File: config.mk
export PLATFORM = sky130hd
export DESIGN_NAME = game_sequencer
export DESIGN_NICKNAME = d
export VERILOG_FILES = /design/src/rtl/game_sequencer.sv
export SDC_FILE = /design/constraint.sdc
export NUM_CORES = 1
export LEC_CHECK = 0
export CORE_MARGIN = 10
export CORE_UTILIZATION = 25
export CTS_BUF_LIST = sky130_fd_sc_hd__clkbuf_4 sky130_fd_sc_hd__clkbuf_8
export DETAILED_ROUTE_END_ITERATION = 8
export GPL_TIMING_DRIVEN = 0
export PLACE_DENSITY = 0.51
export SLEW_MARGIN = 10
export SYNTH_ARGS = -nofsm -noshare
export SYNTH_HDL_FRONTEND = slang
export SYNTH_SLANG_ARGS = --single-unit
File: constraint.sdc
create_clock -name clk -period 3.3 [get_ports clk]
set_clock_uncertainty 0.15 [all_clocks]
set_input_delay 0.495 -clock clk [delete_from_list [all_inputs] [get_ports clk]]
set_output_delay 0.495 -clock clk [all_outputs]
set_load 0.01 [all_outputs]
File: src/rtl/game_sequencer.sv
// Whack-a-mole game sequencer: runs a timed game, raises one pseudo-random mole at a time
// and counts hits. All outputs come straight from flops.
module game_sequencer #(
  parameter int TICKS_PER_SEC = 100000000,
  parameter int GAME_SECONDS  = 60,
  parameter int MOLE_CYCLES   = 75000000,
  parameter int GAP_CYCLES    = 25000000
) (
  input  logic       clk,
  input  logic       rst,
  input  logic       start,
  input  logic [3:0] hit,
  output logic [3:0] mole,
  output logic [5:0] time_left,
  output logic [7:0] score,
  output logic       sec_tick,
  output logic [1:0] state,
  output logic       game_over
);

  localparam int PW     = $clog2(TICKS_PER_SEC + 1);
  localparam int PH_MAX = (MOLE_CYCLES > GAP_CYCLES) ? MOLE_CYCLES : GAP_CYCLES;
  localparam int CW     = $clog2(PH_MAX + 1);

  localparam logic [PW-1:0] PRESC_LAST = PW'(TICKS_PER_SEC - 1);
  localparam logic [CW-1:0] GAP_LAST   = CW'(GAP_CYCLES - 1);
  localparam logic [CW-1:0] SHOW_LAST  = CW'(MOLE_CYCLES - 1);
  localparam logic [5:0]    GAME_LEN   = 6'(GAME_SECONDS);
  localparam logic [7:0]    LFSR_SEED  = 8'hA5;

  typedef enum logic [1:0] {
    S_IDLE = 2'b00,
    S_PLAY = 2'b01,
    S_OVER = 2'b10
  } state_t;

  typedef enum logic {
    PH_GAP  = 1'b0,
    PH_SHOW = 1'b1
  } phase_t;

  state_t          state_q, state_d;
  phase_t          phase_q, phase_d;
  logic [PW-1:0]   presc_q, presc_d;
  logic [CW-1:0]   cnt_q, cnt_d;
  logic [5:0]      time_left_q, time_left_d;
  logic [7:0]      score_q, score_d;
  logic [3:0]      mole_q, mole_d;
  logic            sec_tick_q, sec_tick_d;
  logic            game_over_q, game_over_d;
  logic [1:0]      prev_hole_q, prev_hole_d;
  logic [7:0]      lfsr_q, lfsr_d;

  logic            tick;
  logic            hit_match;
  logic [1:0]      new_hole;

  always_comb begin
    state_d     = state_q;
    phase_d     = phase_q;
    presc_d     = presc_q;
    cnt_d       = cnt_q;
    time_left_d = time_left_q;
    score_d     = score_q;
    mole_d      = mole_q;
    sec_tick_d  = 1'b0;
    prev_hole_d = prev_hole_q;
    // x^8+x^6+x^5+x^4+1, free-running in every state
    lfsr_d      = {lfsr_q[6:0], lfsr_q[7] ^ lfsr_q[5] ^ lfsr_q[4] ^ lfsr_q[3]};

    tick      = (state_q == S_PLAY) && (presc_q == PRESC_LAST);
    hit_match = (phase_q == PH_SHOW) && (|(hit & mole_q));
    // never raise the same hole twice in a row
    new_hole  = (lfsr_q[1:0] == prev_hole_q) ? lfsr_q[1:0] + 2'd1 : lfsr_q[1:0];

    case (state_q)
      S_PLAY: begin
        presc_d    = tick ? '0 : presc_q + 1'b1;
        sec_tick_d = tick;

        if (phase_q == PH_GAP) begin
          if (cnt_q == GAP_LAST) begin
            phase_d     = PH_SHOW;
            cnt_d       = '0;
            mole_d      = 4'b0001 << new_hole;
            prev_hole_d = new_hole;
          end else begin
            cnt_d = cnt_q + 1'b1;
          end
        end else if (hit_match || (cnt_q == SHOW_LAST)) begin
          phase_d = PH_GAP;
          cnt_d   = '0;
          mole_d  = '0;
          if (hit_match && (score_q != 8'hFF)) begin
            score_d = score_q + 8'd1;
          end
        end else begin
          cnt_d = cnt_q + 1'b1;
        end

        // game expiry overrides the mole phase but keeps a same-cycle score update
        if (tick) begin
          if (time_left_q <= 6'd1) begin
            time_left_d = '0;
            state_d     = S_OVER;
            mole_d      = '0;
            phase_d     = PH_GAP;
            cnt_d       = '0;
          end else begin
            time_left_d = time_left_q - 6'd1;
          end
        end
      end

      S_IDLE, S_OVER: begin
        presc_d = '0;
        mole_d  = '0;
        if (start) begin
          state_d     = S_PLAY;
          time_left_d = GAME_LEN;
          score_d     = '0;
          phase_d     = PH_GAP;
          cnt_d       = '0;
        end
      end

      default: begin
        state_d = S_IDLE;
        presc_d = '0;
        mole_d  = '0;
      end
    endcase

    game_over_d = (state_d == S_OVER);
  end

  always_ff @(posedge clk) begin
    if (rst) begin
      state_q     <= S_IDLE;
      phase_q     <= PH_GAP;
      presc_q     <= '0;
      cnt_q       <= '0;
      time_left_q <= GAME_LEN;
      score_q     <= '0;
      mole_q      <= '0;
      sec_tick_q  <= 1'b0;
      game_over_q <= 1'b0;
      prev_hole_q <= '0;
      lfsr_q      <= LFSR_SEED;
    end else begin
      state_q     <= state_d;
      phase_q     <= phase_d;
      presc_q     <= presc_d;
      cnt_q       <= cnt_d;
      time_left_q <= time_left_d;
      score_q     <= score_d;
      mole_q      <= mole_d;
      sec_tick_q  <= sec_tick_d;
      game_over_q <= game_over_d;
      prev_hole_q <= prev_hole_d;
      lfsr_q      <= lfsr_d;
    end
  end

  assign mole      = mole_q;
  assign time_left = time_left_q;
  assign score     = score_q;
  assign sec_tick  = sec_tick_q;
  assign state     = state_q;
  assign game_over = game_over_q;

endmodule
==> impl_metrics.tcl, run 1 <==
set metrics [dict create \
    cp_data_required_time_ns 3.38 \
    async_flop_share_pct 0 \
    wire_length_of_the_first_global_routing_pass_mm 16.7 \
    routedWlPerCell_um 13.7 \
    post_cts_sizing_count 0 \
    finalHoldViolCount 0 \
    synth_edf_count 0 \
    holdPathStages 1 \
    syn-mean-instance-area_um2 9.04 \
    path_clk_slew_ns 0.09 \
    synth_common_cells "dfxtp_1 (87), nor2_1 (55), xnor2_1 (36), nand2_1 (32)" \
    initial_antenna_violation_count 0 \
    buffers_plus_inverters_on_the_worst_setup_path 1 \
    relSlewSlack_pct 31.4 \
    gp_routability_congestion 0.780 \
    slew_at_the_pin_with_the_worst_max_slew_slack_ns 1.02 \
    rsz0062_at_grt "false" \
    period_minus_slack_ns 2.62 \
    max_stage_delay_ns 0.56 \
    synth.distinct_cells 52 \
    die_ar_mm2 0.0226 \
    numClockSinks 87 \
    critical_path.max_fanout 10 \
    startpoint_type "flip-flop" \
    maxSlewViolCount 0 \
    post_cts_buffers 0 \
    sequential_area_mm2 0.00174 \
    crit_cells 6 \
    fin_cells 733 \
    fillCellCount 1726 \
    drt_iter0_drc 185 \
    cts_tree "done" \
    clockBufferDepth 2 \
    min_period_over_period_pct 79.3 \
    antenna_left 0 \
    track_usage_pct 9.06 \
    first_global_vias 3297 \
    cpLargestDelayFamily "simple AND/OR/NAND/NOR gates" \
    power-per-cell-area_mw_per_mm2 425 \
    worst_slack_ns 0.682 \
    area_delta_synth_final_pct 18.7 \
    drc 0 \
    synth_seq_cells 87 \
    grt_start_max_net_pins 15 \
    global_route.overflow_total 0 \
    yosys-top-cells-area "dfxtp_1 (41%), xnor2_1 (7.4%), nor2_1 (4.9%)" \
    setup-tns-final_ns 0 \
    worstSetupEndpointType "flip-flop" \
    synth.most_common_cell "dfxtp_1" \
    dp_slack_ns 0.360 \
    vias 3442 \
    finalNetCount 520 \
    level_count_of_the_clock_h_tree 3 \
    core_area_mm2 0.0166 \
    synth_top_cell_area_share_pct 41.0 \
    die_height_um 150 \
    crit_arrival_ns 2.70 \
    cts.root.buffer_cell "clkbuf_8" \
    syn_inst 470 \
    chipWidth_um 150 \
    multi_input_area_mm2 0.00235 \
    outcome "completed" \
    final_layout_size_suffix_gt1_share_pct 11.7 \
    cp_cell_sequence "or4_4 -> nor4_1 -> a21oi_1 -> a31oi_4 -> buf_8 -> nor3_2" \
    max-vdd-ir-drop_mv 0.171 \
    boundaryPins 29 \
    drt_pre_antenna_iters 4 \
    final.hold.worst_slack_ns 0.263 \
    yosys_most_used_dff "dfxtp_1" \
    critical-path-slowest-cell "or4_4" \
    static_leakage_power_uw 0.00158 \
    port_buffers 27 \
    route.detailed.vias_per_inst 4.70 \
    syn-cell-area_mm2 0.00425 \
    initial_core_util_pct 25.5 \
    max_cap_violations 0 \
    cts_hold_buffers 0 \
    antenna_cells 0 \
    crit_type "flip-flop to flip-flop" \
    insertion_delay_to_the_later_sink_of_the_worst_skew_pair_ns 0.36 \
    fmax_mhz 382 \
    post-place-cells 717 \
    routed_wl_mm 10.0 \
    rows 47 \
    timing.hold.worst.class "flip-flop to flip-flop" \
    hpwlAfterDp_mm 7.46 \
    ys.warnings.count 0 \
    rr_worst_depth 6 \
    count_of_final_setup_violators 0 \
    seq_area_frac_synth_pct 41.0 \
    syn-num-nets 482 \
    tritoncts.num_buffers 9 \
    synth.largest_area_cell "dfxtp_1" \
]
==> cell families (layout without fill, tap and decap cells) <==
group           count (synthesis)  after routing  synth area share (%)
simple gates                  240            240                  33.3
compound gates                 43             43                  7.51
buf+inv                        33             76                  3.68
mux                             8              8                  1.91
xor+xnor                       54             54                  11.1
flops                          87             87                  41.0
fa+ha+maj                       5              5                  1.47
==> per-layer routing <==
layer | routed length, um | vias up | track usage [%]
met5 | 0 | - | 0
met3 | 387 | 11 | 1.32
met2 | 4620 | 56 | 14.3
met4 | 193 | 0 | 4.57
met1 | 4840 | 1641 | 11.8
li1 | - | 1734 | -
==> state kept, by name (all words and copies together), names as in the netlist <==
| name | flops |
|---|---|
| sec_tick | 1 |
| cnt_q | 27 |
| lfsr_q | 8 |
| presc_q | 27 |
| prev_hole_q | 2 |
| mole | 4 |
| score | 8 |
| game_over | 1 |
| phase_q | 1 |
| time_left | 6 |
| state | 2 |
==> final timing paths <==
kind / start / end / slack [ns]
max: cnt_q[25] / cnt_q[26] / 0.68
min: lfsr_q[6] / lfsr_q[7] / 0.26
max reg2reg: cnt_q[25] / cnt_q[26] / 0.68
min reg2reg: lfsr_q[6] / lfsr_q[7] / 0.26
==> cell type report <==
| cell class | count | area share (%) |
|---|---|---|
| buffer | 18 | 1.98 |
| sequential | 87 | 34.5 |
| clock buffer | 11 | 2.88 |
| clock inverter | 5 | 2.08 |
| tap | 220 | 5.46 |
| multi-input combinational | 350 | 46.6 |
| timing repair buffer | 27 | 5.36 |
| inverter | 15 | 1.12 |
==> through the flow <==
step	power [uW]	cell area [um^2]	util, %
2_1_floorplan	1210	4250	-
3_3_place_gp	1260	4790	28.8
3_5_place_dp	1260	4790	28.8
4_1_cts	2190	5040	30.3
5_1_grt	2240	5040	30.3
6_report	2150	5040	30.3
==> where the power goes <==
| group | switching, uW | internal [uW] | total [uW] | leakage [uW] |
|---|---|---|---|---|
| Combinational | 95.4 | 57.9 | 153 | 0.000761 |
| Sequential | 13.4 | 1060 | 1080 | 0.000704 |
| Clock | 382 | 532 | 914 | 0.000119 |
| Total | 491 | 1650 | 2150 | 0.00158 |
==> worst register-to-register path, stage by stage (launching register included) <==
cell	delay (ns)
dfxtp_1	0.35
or4_4	0.56
nor4_1	0.39
a21oi_1	0.32
a31oi_4	0.42
buf_8	0.22
nor3_2	0.06
==> cell usage in the layout, fill, tap and decap left out, types with 5 or more instances in the layout <==
| cell type | synthesis | routed |
|---|---|---|
| nand2_1 | 32 | 32 |
| xor2_1 | 18 | 18 |
| and3_1 | 7 | 7 |
| buf_2 | 5 | 5 |
| nor3_1 | 21 | 21 |
| clkbuf_1 | 10 | 10 |
| inv_1 | 15 | 15 |
| nor2_1 | 55 | 55 |
| xnor2_1 | 36 | 36 |
| nor3_2 | 20 | 20 |
| o21ai_0 | 6 | 6 |
| nand4_1 | 19 | 19 |
| mux2i_1 | 7 | 7 |
| clkdlybuf4s50_1 | 0 | 27 |
| or3_1 | 6 | 6 |
| nor4_1 | 12 | 12 |
| clkbuf_8 | 0 | 10 |
| dfxtp_1 | 87 | 87 |
| a21oi_1 | 13 | 13 |
| ha_1 | 5 | 5 |
| nand2b_1 | 6 | 6 |
| and2_1 | 7 | 7 |
| nand3_1 | 21 | 21 |
| nor2b_1 | 7 | 7 |
Power figures use the tool's default switching activity.
==> inputs of run 2 (changes only) <==
--- a/config.mk
+++ b/config.mk
@@ -10,7 +10,7 @@
 export CTS_BUF_LIST = sky130_fd_sc_hd__clkbuf_4 sky130_fd_sc_hd__clkbuf_8
 export DETAILED_ROUTE_END_ITERATION = 8
 export GPL_TIMING_DRIVEN = 0
-export PLACE_DENSITY = 0.51
+export PLACE_DENSITY = 0.53
 export SLEW_MARGIN = 10
 export SYNTH_ARGS = -nofsm -noshare
 export SYNTH_HDL_FRONTEND = slang
==> constraint.sdc (replaced) <==
create_clock -name clk -period 2.4 [get_ports clk]
set_clock_uncertainty 0.15 [all_clocks]
set_input_delay 0.36 -clock clk [delete_from_list [all_inputs] [get_ports clk]]
set_output_delay 0.36 -clock clk [all_outputs]
set_load 0.01 [all_outputs]
==> run 2 against run 1 <==
- the run now ends with negative setup slack left
- via count rose by 2.8%
- clock power fell by 1%
- design area rose by 4.6%
- worst setup slack got worse by 0.69 ns
- count of clock-buffer cells in the layout unchanged
- highest routed layer unchanged
==> impl_metrics.tcl, run 2 (synthesis gave the netlist of run 1 again) <==
set metrics [dict create \
    outcome "complete, but fails checks" \
    failed_checks "negative setup slack" \
    timing.hold.worst.class "flip-flop to flip-flop" \
    relSlewSlack_pct 49.5 \
    max-vdd-ir-drop_mv 0.236 \
    clockBufferDepth 2 \
    max_cap_violations 0 \
    design_power_total_uw 2670 \
    cts_tree "done" \
    period_minus_slack_ns 2.41 \
    finalNetCount 536 \
    route.detailed.vias_per_inst 4.75 \
    fmax_mhz 415 \
    tritoncts.num_buffers 9 \
    static_leakage_power_uw 0.00167 \
    die_height_um 150 \
    numClockSinks 87 \
    most-common-layout-cells "dfxtp_1 (83), nor2_1 (54), xnor2_1 (36), nand2_1 (31), clkdlybuf4s50_1 (27)" \
    core_area_mm2 0.0166 \
    finalHoldViolCount 0 \
    p_comb_share_pct 10.7 \
    vias 3540 \
    final_layout_size_suffix_gt1_share_pct 17.5 \
    slew_at_the_pin_with_the_worst_max_slew_slack_ns 0.758 \
    final_common_cell "dfxtp_1" \
    boundaryPins 29 \
    routedWlPerCell_um 14.3 \
    path_clk_slew_ns 0.09 \
    cell_internal_power_uw 1990 \
    gp_routability_congestion 0.808 \
    crit_arrival_ns 2.50 \
    cp_cell_sequence "or4_4 -> nor4_4 -> buf_4 -> a41o_1 -> buf_6 -> nand2_1 -> a221o_1" \
    fillCellCount 1693 \
    startpoint_type "flip-flop" \
    top_regs "cnt_q: 27 flops, presc_q: 27 flops" \
    antenna_left 0 \
    global_route.overflow_total 0 \
    cp_data_required_time_ns 2.50 \
    level_count_of_the_clock_h_tree 3 \
    crit_type "flip-flop to flip-flop" \
    worstSetupEndpointType "flip-flop" \
    p_sw_uw 681 \
    wire_length_of_the_first_global_routing_pass_mm 17.0 \
    net_switching_share_of_the_total_power_pct 25.5 \
    critical_path.max_fanout 10 \
    initial_core_util_pct 25.5 \
    finalCoreUtilization_pct 31.7 \
    port_buffers 27 \
    power-per-cell-area_mw_per_mm2 506 \
    hpwlAfterDp_mm 7.39 \
    pwr-share-clk_pct 33.8 \
    track_usage_pct 9.24 \
    antenna_cells 0 \
    cts.root.buffer_cell "clkbuf_8" \
    drc 0 \
    first_global_vias 3416 \
    count_of_final_setup_violators 1 \
    worst_slack_ns -0.00707 \
    min_period_over_period_pct 100 \
    maxSlewViolCount 0 \
    drt_pre_antenna_iters 4 \
    die_ar_mm2 0.0226 \
    rsz0062_at_grt "true" \
    chipWidth_um 150 \
    insertion_delay_to_the_later_sink_of_the_worst_skew_pair_ns 0.36 \
    drt_iter0_drc 152 \
    max_stage_delay_ns 0.52 \
    routed_wl_mm 10.7 \
    critical-path-slowest-cell "or4_4" \
    initial_antenna_violation_count 0 \
    grt_start_max_net_pins 13 \
    rows 47 \
    area_delta_synth_final_pct 24.2 \
    pwr-share-seq_pct 55.5 \
]
-- run 2: metrics by stage --
stage                     hold slack [ns]  setup TNS [ns]  setup WS [ns]  cell area [um^2]  cells
final                               0.275        -0.00707       -0.00707              5270    746
after global routing                0.292           -1.66        -0.0788              5270    746
after CTS                           0.277         -0.0631        -0.0351              5060    736
after detailed placement            0.249          -11.08         -0.448              4790    717
after global placement              0.246           -8.90         -0.373              4790    717
after floorplan                     0.239               0          0.159              4250    470
-- run 2: power groups by stage --
stage               logic, uW  clock network [uW]  registers [uW]
floorplan                 148                   0            1510
global placement          208                   0            1520
detailed placement        213                   0            1520
CTS                       253                 927            1480
global route              306                 995            1490
finish                    285                 901            1480
-- run 2: path summary, 6_finish.rpt --
| check | start | to | slack [ns] | cells past startpoint |
|---|---|---|---|---|
| hold / removal | lfsr_q[6] | lfsr_q[7] | 0.27 | 1 |
| setup / recovery | presc_q[17] | time_left[4] | -0.007 | 7 |
| setup reg to reg | presc_q[17] | time_left[4] | -0.007 | 7 |
| hold reg to reg | lfsr_q[6] | lfsr_q[7] | 0.27 | 1 |
-- run 2: layout make-up --
cell class | count | area (um^2) | area share [%]
buffer | 16 | 101 | 1.92
sequential | 87 | 1750 | 33.2
clock inverter | 2 | 10.0 | 0.190
tap | 220 | 275 | 5.22
multi-input combinational | 351 | 2470 | 46.8
inverter | 15 | 56.3 | 1.07
timing repair buffer | 44 | 468 | 8.87
clock buffer | 11 | 145 | 2.75
-- run 2: metal layers --
layer / global-route usage, % / part of all wire [%] / vias to the layer above
li1: - / - / 1772
met1: 11.5 / 45 / 1687
met2: 15.3 / 48 / 66
met3: 1.50 / 4.6 / 15
met4: 4.42 / 2.4 / 0
met5: 0 / 0 / -
-- run 2: critical path, delay by kind of cell, from the launching register on --
kind,cells,cell delay (ns)
AOI/OAI and AO/OA,2,0.51
and+or+nand+nor,3,0.96
DFF,1,0.36
buffers and inverters,2,0.31
-- run 2: repair_timing --
item                                    CTS  global route
gates resized for setup                   7            26
hold buffers                              0             0
endpoints found under the setup margin   33            54
pin swaps                                 7            23
gates cloned                              1             2
endpoints found under the hold margin     0             0
buffers inserted                          6             9
==> inputs of run 3 (changes only) <==
--- a/config.mk
+++ b/config.mk
@@ -10,6 +10,7 @@
 export CTS_BUF_LIST = sky130_fd_sc_hd__clkbuf_4 sky130_fd_sc_hd__clkbuf_8
 export DETAILED_ROUTE_END_ITERATION = 8
 export GPL_TIMING_DRIVEN = 0
+export HOLD_SLACK_MARGIN = 0.05
 export PLACE_DENSITY = 0.53
 export SLEW_MARGIN = 10
 export SYNTH_ARGS = -nofsm -noshare
==> results of run 3 <==
The final DEF is identical to that of run 2; final timing and power are the same.
